===== config.mk =====
export PLATFORM = sky130hd
export DESIGN_NAME = inst_mem_loader
export DESIGN_NICKNAME = d
export VERILOG_FILES = /design/src/rtl/inst_mem_loader.sv
export SDC_FILE = /design/constraint.sdc
export NUM_CORES = 1
export LEC_CHECK = 0
export CAP_MARGIN = 20
export CORE_MARGIN = 2
export CORE_UTILIZATION = 25
export DETAILED_ROUTE_END_ITERATION = 8
export GPL_TIMING_DRIVEN = 0
export PLACE_DENSITY_LB_ADDON = 0.1
export SYNTH_ARGS = -nofsm -noshare
export SYNTH_HDL_FRONTEND = slang
export SYNTH_SLANG_ARGS = --single-unit

===== constraint.sdc =====
create_clock -name clk -period 5.2 [get_ports clk]
set_input_delay 1.04 -clock clk [delete_from_list [all_inputs] [get_ports clk]]
set_output_delay 1.04 -clock clk [all_outputs]
set_load 0.05 [all_outputs]

===== src/rtl/inst_mem_loader.sv =====
// inst_mem_loader: loads a framed, XOR-checked byte stream into instruction memory and holds the core in reset until it verifies.
module inst_mem_loader #(
  parameter int DEPTH = 16,
  parameter int AW    = 4,
  parameter int IW    = 32
) (
  input  logic          clk,
  input  logic          rst,
  input  logic          load_start,
  input  logic [7:0]    byte_in,
  input  logic          byte_valid,
  output logic          byte_ready,
  input  logic [AW-1:0] fetch_addr,
  output logic [IW-1:0] fetch_data,
  output logic          core_rst,
  output logic          load_done,
  output logic          load_err,
  output logic [AW:0]   words_loaded
);
  typedef enum logic [2:0] {IDLE, LEN, DATA, CSUM, DONE, ERR} state_t;
  state_t state, nxt;
  logic [IW-1:0] mem [DEPTH];
  logic [AW:0] n;
  logic [1:0] byte_idx;
  logic [AW-1:0] word_idx;
  logic [7:0] csum;
  logic [23:0] shreg;
  logic acc, word_end, last_word, len_bad;
  logic nxt_ready, nxt_core_rst, nxt_done, nxt_err;
  assign acc = byte_valid && byte_ready;
  assign word_end = byte_idx == 2'd3;
  assign last_word = {1'b0, word_idx} == n - (AW+1)'(1);
  assign len_bad = byte_in == 8'd0 || byte_in > 8'(DEPTH);
  assign fetch_data = mem[fetch_addr];
  always_ff @(posedge clk)
    state <= rst ? IDLE : nxt;
  always_comb begin
    nxt = state;
    case (state)
      IDLE:    nxt = load_start ? LEN : IDLE;
      LEN:     nxt = acc ? (len_bad ? ERR : DATA) : LEN;
      DATA:    nxt = acc && word_end && last_word ? CSUM : DATA;
      CSUM:    nxt = acc ? (byte_in == csum ? DONE : ERR) : CSUM;
      DONE:    nxt = load_start ? LEN : DONE;
      ERR:     nxt = load_start ? LEN : ERR;
      default: nxt = IDLE;
    endcase
  end
  always_comb begin
    nxt_ready = nxt == LEN || nxt == DATA || nxt == CSUM;
    nxt_done = nxt == DONE;
    nxt_err = nxt == ERR;
    nxt_core_rst = nxt != DONE;
  end
  always_ff @(posedge clk) begin
    byte_ready <= rst ? 1'b0 : nxt_ready;
    load_done <= rst ? 1'b0 : nxt_done;
    load_err <= rst ? 1'b0 : nxt_err;
    core_rst <= rst ? 1'b1 : nxt_core_rst;
  end
  // Every length byte, legal or not, starts a fresh load with zeroed counters.
  always_ff @(posedge clk) begin
    if (rst) begin
      n <= '0;
      byte_idx <= '0;
      word_idx <= '0;
      csum <= '0;
      shreg <= '0;
      words_loaded <= '0;
    end else if (acc && state == LEN) begin
      n <= byte_in[AW:0];
      byte_idx <= '0;
      word_idx <= '0;
      csum <= '0;
      words_loaded <= '0;
    end else if (acc && state == DATA) begin
      csum <= csum ^ byte_in;
      shreg <= {shreg[15:0], byte_in};
      byte_idx <= byte_idx + 2'd1;
      if (word_end) begin
        word_idx <= word_idx + AW'(1);
        words_loaded <= words_loaded + (AW+1)'(1);
      end
    end
  end
  always_ff @(posedge clk)
    if (!rst && acc && state == DATA && word_end) mem[word_idx] <= {shreg, byte_in};
endmodule


==> reports/metrics.csv <==
stage,metric,value,unit
synth,synth_edf_count,512,
placed_design,pre_cts_slack,-215.0,ps
synth,yosys.cell_types.count,39,
timing,setup_viol,0,
global_routing,antenna_found_initial,1,
floorplanning,coreArea,0.08662,mm2
worst_setup_path,cp.required,4160,ps
synth,async_flop_share,0,%
floorplanning,start_util,25.18,%
synth,synth_top_family_by_area,multiplexers,
cells_and_area,layout-area-overhead-vs-synth,22.86,%
timing,fin_skew,22.81,ps
clocking,numCtsBuffers,67,
timing,hold_ws,469.2,ps
timing,finalWorstSetupSlack,139.3,ps
cells_and_area,drive_gt1_share,24.52,%
clocking,path_clk_slew,60,ps
drt,drtAntennaViolNets,0,
global_routing,met2_usage,21.75,%
floorplanning,die_x,299.4,um
power_and_ir_drop,total_power,9.866,mW
clocking,clock_sinks,567,
synth,synthFlopType,edfxtp_1,
power_and_ir_drop,power.leakage,8.150,nW
synth,synth_warnings,0,
synth,synth_area,0.02181,mm2
drt,vias_per_cell,4.483,
synth,syn_area_per_cell,21.94,um2
global_routing,use_met3,2.566,%
power_and_ir_drop,ir_drop,0.0001882,V
worst_setup_path,worstSetupStartpointType,primary input,
global_routing,grt_start_max_net_pins,22,
timing,period_minus_slack,5061,ps
drt,wirelength,61750,um
global_routing,grt_pass1_wl,86710,um
clocking,hold_buffers,0,
worst_setup_path,rrSetupSlack,1890,ps
global_routing,grtUsageTotal,13.86,%
timing,clock.fmax,197.6,MHz
floorplanning,pin_count,57,
placed_design,gp_congestion,0.6842,
worst_setup_path,crit_path_max_fanout,10,
timing,tns,0,ps
synth,synth_nets,1017,
outcome,status,"complete, no violations",
clocking,h-tree-depth,3,
job,max_cap_violations,0,
cells_and_area,fin_cells,2362,
cells_and_area,finish.utilization,30.94,%
clocking,root_buffer,clkbuf_16,
global_routing,grt_pass1_vias,11210,
drt,vias,10590,
global_routing,grt_use_met1,19.89,%
worst_setup_path,cp.arrival,4020,ps
synth,yosys.area_share.simple,2.811,%
floorplanning,die_area,0.08963,mm2
global_routing,grt-ovfl-total,0,
placed_design,dpl.hpwl,39300,um
clocking,post_cts_resized,12,
synth,synthMuxAreaShare,17.66,%
cells_and_area,nets,1180,
drt,firstDrtPassIters,6,
global_routing,busiest_layer,met2,
clocking,cts_setup_buffers,0,
timing,worstMarginPinSlew,1145,ps
drt,drc,0,
floorplanning,row_count,108,
timing,finalMaxSlewViolations,0,
drt,wl_per_cell,26.14,um
worst_setup_path,cp-end-kind,output pin,
synth,synthAdderAreaFrac,0.4015,%
power_and_ir_drop,p_per_area,368.1,mW/mm2
placed_design,io_buffers,52,
timing,period_share,97.32,%
hold_path,hold_depth,2,
placed_design,postPlaceCellArea,0.02462,mm2
timing,hold_viol,0,
synth,seq_area_frac_synth,75.53,%
timing,rsz0062_at_grt,false,
worst_setup_path,ff2ff_path_depth,8,
synth,synth_cells,994,
cells_and_area,diodes,0,
synth,synth_compound_area_share,0.9006,%
hold_path,hold_class,flip-flop to flip-flop,
drt,dr.first_iter.drc_count,751,
synth,ys_seq_elements,567,
placed_design,place_inst,2243,
clocking,cts_tree,yes,
cells_and_area,stdcell_area,0.02680,mm2
worst_setup_path,critical_path_class,primary input to output pin,
floorplanning,dieHeight,299.4,um
synth,synth_xor_area_share,1.164,%
clocking,cts_buffer_depth,3,
clocking,clk_latency,600,ps
timing,relSlewSlack,23.69,%
cell usage after synthesis (all sizes together), types with 3 or more instances:
master,number,share of area [%]
a21oi,30,0.69
buf,32,1.2
clkbuf,17,0.29
dfxtp,55,5.0
edfxtp,512,70
ha,7,0.40
inv,4,0.069
mux2i,6,0.28
mux4,160,17
nand2,58,1.0
nand2b,3,0.086
nand3,4,0.092
nand4,4,0.11
nor2,44,0.76
nor3,8,0.23
nor3b,3,0.10
xnor2,14,0.56
xor2,15,0.60
final cells by class:
cell class              instances  area (um2)
plain buffers                  49       349.1
well taps                    1155        1445
multi-input cells             374        5112
fillers                      8296       59820
clock inverters                27       250.2
repair buffers                 94        1256
inverters                       4       15.01
clock buffers                  92        1896
flip-flops and latches        567       16480
routing by layer:
layer | vias to the layer above | wire, um
li1 | 4488 | -
met1 | 5794 | 29230
met2 | 232 | 28870
met3 | 76 | 2490
met4 | 0 | 1152
met5 | - | 0
cell families (layout without fill, tap and decap cells):
kind of cell	after synthesis	in the layout
AO/OA/AOI/OAI	35	35
XOR/XNOR	29	29
adder cells (fa/ha/maj)	7	7
buffers and inverters	53	266
flip-flops	567	567
multiplexers	166	166
AND/OR/NAND/NOR	137	137
registers in the layout, summed over array words and instances (netlist names):
register,flops
n,5
load_err,1
state,3
core_rst,1
shreg,24
byte_idx,2
load_done,1
word_idx,4
byte_ready,1
csum,8
mem,512
words_loaded,5
where the power goes:
part / switching (mW) / total (mW) / internal, mW
clock: 1.84 / 4.62 / 2.79
combinational: 0.201 / 0.325 / 0.124
sequential: 0.00306 / 4.92 / 4.91
total: 2.04 / 9.87 / 7.83
worst max-delay path: stages:
cell             delay, ps
clkbuf_1               610
clkbuf_1               660
mux4_2                 430
mux4_2                 530
clkdlybuf4s50_1        740
layout by cell type (no fill, tap or decap), types with 30 or more instances in the layout:
cell type | netlist | routed
nor2_1 | 44 | 32
mux4_2 | 110 | 110
nand2_1 | 58 | 58
edfxtp_1 | 512 | 512
clkbuf_16 | 0 | 71
a21oi_1 | 30 | 30
buf_6 | 11 | 31
mux4_1 | 50 | 50
dfxtp_1 | 55 | 55
clkdlybuf4s50_1 | 0 | 52
final timing paths:
kind / start / end
max: fetch_addr[1] / fetch_data[15]
min: byte_idx[1] / byte_idx[1]
max reg2reg: state[1] / mem[2][22]
min reg2reg: byte_idx[1] / byte_idx[1]
Note: power is estimated with default switching activity, not from simulation.
